--- config.mk ---
export PLATFORM = sky130hd
export DESIGN_NAME = eof_delay_pulse_mc
export DESIGN_NICKNAME = d
export VERILOG_FILES = /design/src/rtl/eof_delay_pulse_mc.sv
export SDC_FILE = /design/constraint.sdc
export NUM_CORES = 1
export LEC_CHECK = 0
export ABC_AREA = 1
export BUFFER_PORTS_ARGS = -buffer_cell sky130_fd_sc_hd__buf_2
export CORE_AREA = 5 5 111 113
export DETAILED_ROUTE_END_ITERATION = 8
export DIE_AREA = 0 0 116 118
export PLACE_DENSITY = 0.54
export RECOVER_POWER = 100
export SLEW_MARGIN = 0
export SYNTH_ARGS = -nofsm -noshare
export SYNTH_HDL_FRONTEND = slang
export SYNTH_SLANG_ARGS = --single-unit
export TNS_END_PERCENT = 1
--- constraint.sdc ---
create_clock -name clock -period 1.9 [get_ports clock]
set_input_delay 0.095 -clock clock [delete_from_list [all_inputs] [get_ports clock]]
set_output_delay 0.095 -clock clock [all_outputs]
set_load 0.02 [all_outputs]
--- src/rtl/eof_delay_pulse_mc.sv ---
// Multi-channel end-of-frame delayed-pulse generator: each EOF strobe starts a
// programmable countdown, and expiry of that countdown emits a PULSE_LEN-cycle pulse.
module eof_delay_pulse_mc #(
  parameter int NUM_CH    = 4,
  parameter int CNT_W     = 6,
  parameter int PULSE_LEN = 1,
  parameter int MAX_PEND  = 3,
  parameter int RETRIG    = 0
) (
  input  logic              clock,
  input  logic              reset,
  input  logic [NUM_CH-1:0] eof,
  input  logic [CNT_W-1:0]  cfg_delay,
  input  logic [NUM_CH-1:0] ovf_clr,
  output logic [NUM_CH-1:0] op,
  output logic [NUM_CH-1:0] busy,
  output logic [NUM_CH-1:0] ovf,
  output logic              sig
);

  localparam int PEND_W = $clog2(MAX_PEND + 1);
  localparam int PLEN_W = $clog2(PULSE_LEN + 1);
  localparam logic [PEND_W-1:0] PEND_MAX = PEND_W'(MAX_PEND);
  localparam logic [PLEN_W-1:0] PLEN_END = PLEN_W'(PULSE_LEN);

  typedef enum logic [1:0] {
    S_IDLE,
    S_COUNT,
    S_PULSE
  } state_t;

  state_t            state_q   [NUM_CH];
  state_t            state_d   [NUM_CH];
  logic [CNT_W-1:0]  cnt_q     [NUM_CH];
  logic [CNT_W-1:0]  cnt_d     [NUM_CH];
  logic [CNT_W-1:0]  dly_q     [NUM_CH];
  logic [CNT_W-1:0]  dly_d     [NUM_CH];
  logic [PEND_W-1:0] pending_q [NUM_CH];
  logic [PEND_W-1:0] pending_d [NUM_CH];
  logic [PLEN_W-1:0] plen_q    [NUM_CH];
  logic [PLEN_W-1:0] plen_d    [NUM_CH];
  logic [NUM_CH-1:0] op_q, op_d;
  logic [NUM_CH-1:0] ovf_q, ovf_d;
  logic [NUM_CH-1:0] enq;
  logic              sig_q, sig_d;

  always_comb begin
    // NOTE: every combinational output gets a default before any branch so no latch is inferred.
    enq   = '0;
    op_d  = op_q;
    ovf_d = ovf_q;
    for (int i = 0; i < NUM_CH; i++) begin
      state_d[i]   = state_q[i];
      cnt_d[i]     = cnt_q[i];
      dly_d[i]     = dly_q[i];
      pending_d[i] = pending_q[i];
      plen_d[i]    = plen_q[i];

      case (state_q[i])
        S_IDLE: begin
          if (eof[i]) begin
            state_d[i] = S_COUNT;
            cnt_d[i]   = '0;
            dly_d[i]   = cfg_delay;
          end
        end
        S_COUNT: begin
          if (RETRIG != 0 && eof[i]) begin
            cnt_d[i] = '0;
            dly_d[i] = cfg_delay;
          end else begin
            enq[i] = eof[i];
            if (cnt_q[i] == dly_q[i]) begin
              state_d[i] = S_PULSE;
              op_d[i]    = 1'b1;
              plen_d[i]  = PLEN_W'(1);
            end else begin
              cnt_d[i] = cnt_q[i] + 1'b1;
            end
          end
        end
        S_PULSE: begin
          if (plen_q[i] == PLEN_END) begin
            op_d[i] = 1'b0;
            // An EOF on the final pulse edge is consumed here: with a queue it
            // replaces the entry being popped, otherwise it starts directly.
            if (pending_q[i] != '0 || eof[i]) begin
              state_d[i] = S_COUNT;
              cnt_d[i]   = '0;
              dly_d[i]   = cfg_delay;
              if (!eof[i]) pending_d[i] = pending_q[i] - 1'b1;
            end else begin
              state_d[i] = S_IDLE;
            end
          end else begin
            plen_d[i] = plen_q[i] + 1'b1;
            enq[i]    = eof[i];
          end
        end
        default: state_d[i] = S_IDLE;
      endcase

      if (enq[i]) begin
        if (pending_q[i] == PEND_MAX) ovf_d[i] = 1'b1;
        else                          pending_d[i] = pending_q[i] + 1'b1;
      end
      if (ovf_clr[i]) ovf_d[i] = 1'b0;
    end
    sig_d = |op_d;
  end

  always_comb begin
    busy = '0;
    for (int i = 0; i < NUM_CH; i++) begin
      busy[i] = (state_q[i] != S_IDLE) || (pending_q[i] != '0);
    end
  end

  // NOTE: all state uses non-blocking assignment so every flop samples pre-edge values.
  always_ff @(posedge clock) begin
    if (reset) begin
      for (int i = 0; i < NUM_CH; i++) begin
        state_q[i]   <= S_IDLE;
        cnt_q[i]     <= '0;
        dly_q[i]     <= '0;
        pending_q[i] <= '0;
        plen_q[i]    <= '0;
      end
      op_q  <= '0;
      ovf_q <= '0;
      sig_q <= 1'b0;
    end else begin
      for (int i = 0; i < NUM_CH; i++) begin
        state_q[i]   <= state_d[i];
        cnt_q[i]     <= cnt_d[i];
        dly_q[i]     <= dly_d[i];
        pending_q[i] <= pending_d[i];
        plen_q[i]    <= plen_d[i];
      end
      op_q  <= op_d;
      ovf_q <= ovf_d;
      sig_q <= sig_d;
    end
  end

  assign op  = op_q;
  assign ovf = ovf_q;
  assign sig = sig_q;

endmodule

==> results.py <==
metrics = {
    "run_status": {
        "status": "finished, final reports clean",
    },
    "routing": {
        "drc": 0,
        "drt_wl_total_um": 9310,
        "postRouteAntennaNets": 0,
        "via_per_inst": 4.71,
        "wire_per_inst_um": 12.0,
        "drt_iter0_drc": 161,
        "first_pass_iters": 4,
        "vias": 3668,
    },
    "cells_and_area": {
        "stdcell_count": 779,
        "finish.utilization": 0.438,
        "seqCellArea_um2": 1540,
        "multi_input_comb_area_um2": 2380,
        "post_route_cells_drive_above_1_share": 0.101,
        "synthToLayoutAreaGrowth_pct": 13.0,
        "fillCellCount": 1167,
        "nNetsFinal": 677,
        "insertedDiodeCount": 0,
    },
    "clocking": {
        "cts_tree": "yes",
        "root_buffer": "clkbuf_16",
        "cts_made_buffers": 9,
        "numClockSinks": 77,
        "cts.clk_slew.worst_paths_ps": 60,
        "cts_max_path_buffers": 2,
        "h-tree-depth": 3,
        "clk_latency_ps": 340,
    },
    "power_and_ir_drop": {
        "leakagePower_nw": 2.14,
        "peakVddDrop_mv": 0.618,
        "power_density_nw_per_um2": 1500,
    },
    "grt": {
        "grt_pass1_wl_um": 15900,
        "grt_max_degree": 41,
        "grt_pass1_vias": 3471,
        "grt_antenna_before_repair": 0,
        "grt_use_total": 0.144,
        "grt-ovfl-total": 0,
    },
    "place": {
        "placedCellCount": 759,
        "port_buffers": 28,
        "pre_cts_ws_ps": 102,
        "hpwl_um": 6750,
        "gp_congestion": 0.826,
    },
    "timing": {
        "timing.final.crit_share": 0.888,
        "slew_viol_final": 0,
        "fin_crit_ps": 1690,
        "fmax_mhz": 592,
        "setup_viol": 0,
        "setup_slack_ps": 212,
        "skew_ps": 4.81,
        "slew_headroom": 0.670,
        "holdWs_ps": 66.2,
        "worst_pin_slew_ps": 495,
        "setup_tns_ps": 0,
        "hold_violations": 0,
        "rsz0062_at_grt": "no",
    },
    "setup_path": {
        "cp-start-kind": "register",
        "worstPathArrival_ps": 1950,
        "cpMaxStageDelayCell": "dfxtp_1",
        "crit_fanout": 6,
        "crit_path_cell_trace": "inv_1 > ha_1 > inv_1 > o22ai_1 > clkinv_1 > nand2_1 > nor2_2 > o21ai_2 > inv_2 > nand2_1 > a21oi_1",
        "cp_slowest_stage_delay_ps": 380,
        "startpoint": "state_q[0][0]",
        "worstSetupEndpointType": "register",
        "r2r_start": "state_q[0][0]",
        "crit_type": "register to register",
        "required_ps": 2160,
    },
    "synthesis": {
        "synth_edf_count": 0,
        "synth-main-ff-cell": "dfxtp_1",
        "synth_nets": 645,
        "synthArstFlopShare": 0,
        "synthesis.area_um2": 4350,
        "synth_top_area_cell": "dfxtp_1",
        "synth.avg_cell_area_um2": 7.26,
        "seq_area_frac_synth": 0.354,
        "ys_types": 35,
        "ys_seq_elements": 77,
        "netlist_instances": 599,
        "synth.top_cells.by_area": "dfxtp_1 (35%), nand2_1 (10%), ha_1 (8.6%)",
        "synth_top_area_frac": 0.354,
        "yosys_warnings": 0,
    },
    "floorplanning": {
        "io_pins": 29,
        "die_w_um": 116,
        "floorplan.initialDensity": 0.388,
        "die_h_um": 118,
        "die_area_um2": 13700,
        "row_count": 39,
        "core_um2": 11200,
    },
    "run": {
        "maxCapViolations": 0,
    },
    "worst_hold_path": {
        "min_from": "cfg_delay[2]",
        "hold_class": "primary input to register",
    },
}
==> flip-flops by register name (all words and copies together) (netlist names), named ones only <==
signal     count
cnt_q         24
dly_q         24
op             4
ovf            4
pending_q      5
plen_q         4
sig            1
state_q        8
==> cells in the mapped netlist (2+ instances only) <==
master / number
clkbuf_1: 7
nand2_2: 4
buf_1: 2
or2_1: 2
buf_2: 3
ha_1: 30
nor3_2: 2
dfxtp_1: 77
nor2_2: 7
nand4_1: 21
a211oi_1: 5
nand3_1: 27
buf_6: 2
inv_1: 70
nor3_4: 2
nor2_1: 50
o21ai_1: 19
a31oi_1: 4
nand2_1: 119
xnor2_1: 13
xor2_1: 17
a21oi_2: 3
o22ai_1: 3
a21oi_1: 63
o21ai_0: 21
inv_2: 15
o21ai_4: 3
==> cells by family after synthesis <==
| logic type | Yosys count | share of synthesized area |
|---|---|---|
| and+or+nand+nor | 239 | 0.249 |
| AOI/OAI and AO/OA | 123 | 0.158 |
| buffers and inverters | 100 | 0.0915 |
| DFF | 77 | 0.354 |
| xor gates and xnor gates | 30 | 0.0604 |
| adders and majority gates | 30 | 0.0863 |
==> area by class of cell <==
type | instances | share of cell area
clock buffers | 16 | 0.0593
inverters | 85 | 0.0649
multi-input cells | 422 | 0.483
flip-flops and latches | 77 | 0.314
well taps | 143 | 0.0364
repair buffers | 36 | 0.0420
==> stage by stage <==
stage / power, mW / cell area, µm²
6_report: 7.38 / 4910
5_1_grt: 8.10 / 4910
4_1_cts: 7.68 / 4960
3_5_place_dp: 5.95 / 4630
3_3_place_gp: 5.90 / 4630
2_1_floorplan: 5.25 / 4350
==> critical path, delay by kind of cell (launching register included) <==
family,cells,cell delay (ps)
AO/OA/AOI/OAI,3,330
adder cells (fa/ha/maj),1,260
buffers and inverters,4,370
flip-flops,1,380
AND/OR/NAND/NOR,3,280
==> report_power, final <==
group	internal (mW)	total (mW)	switching [mW]
registers	2.08	2.41	0.336
clock network	1.03	1.68	0.647
logic	1.14	3.29	2.15
total	4.25	7.38	3.13
==> per-layer routing <==
metal,GRT usage,up-vias,part of all wire
met3,0.0380,8,0.037
met1,0.188,1611,0.49
li1,-,2009,-
met2,0.226,40,0.45
met5,0,-,0
met4,0.0580,0,0.013
==> timing repair <==
item,4_1_cts,5_1_grt
endpoints found under the setup margin,0,13
gates resized for setup,0,5
endpoints found under the hold margin,4,0
buffers inserted,0,0
hold buffers,4,0
==> placed cells by master (no fill, tap or decap), drive strengths merged <==
cell type    netlist  routed
inv               85      82
xnor2             13      13
o21ai             44      44
dlygate4sd3        0       4
nand2            124     124
a21oi             66      66
a211oi             5       5
nor2              57      57
nand3             28      28
nor3               5       5
xor2              17      17
a311oi             1       1
o22ai              3       3
dfxtp             77      77
nand4             21      21
a31oi              4       4
clkbuf             7      29
buf                8      19
clkinv             0       3
ha                30      30
or2                4       4
==> worst paths after layout <==
| path | slack, ps | depth (start not counted) | to |
|---|---|---|---|
| worst max register to register | 210 | 11 | cnt_q[0][3] |
| worst max-delay path | 210 | 11 | cnt_q[0][3] |
| worst min register to register | 450 | 2 | ovf[2] |
| worst min-delay path | 70 | 3 | dly_q[1][2] |
Power figures use the tool's default switching activity.
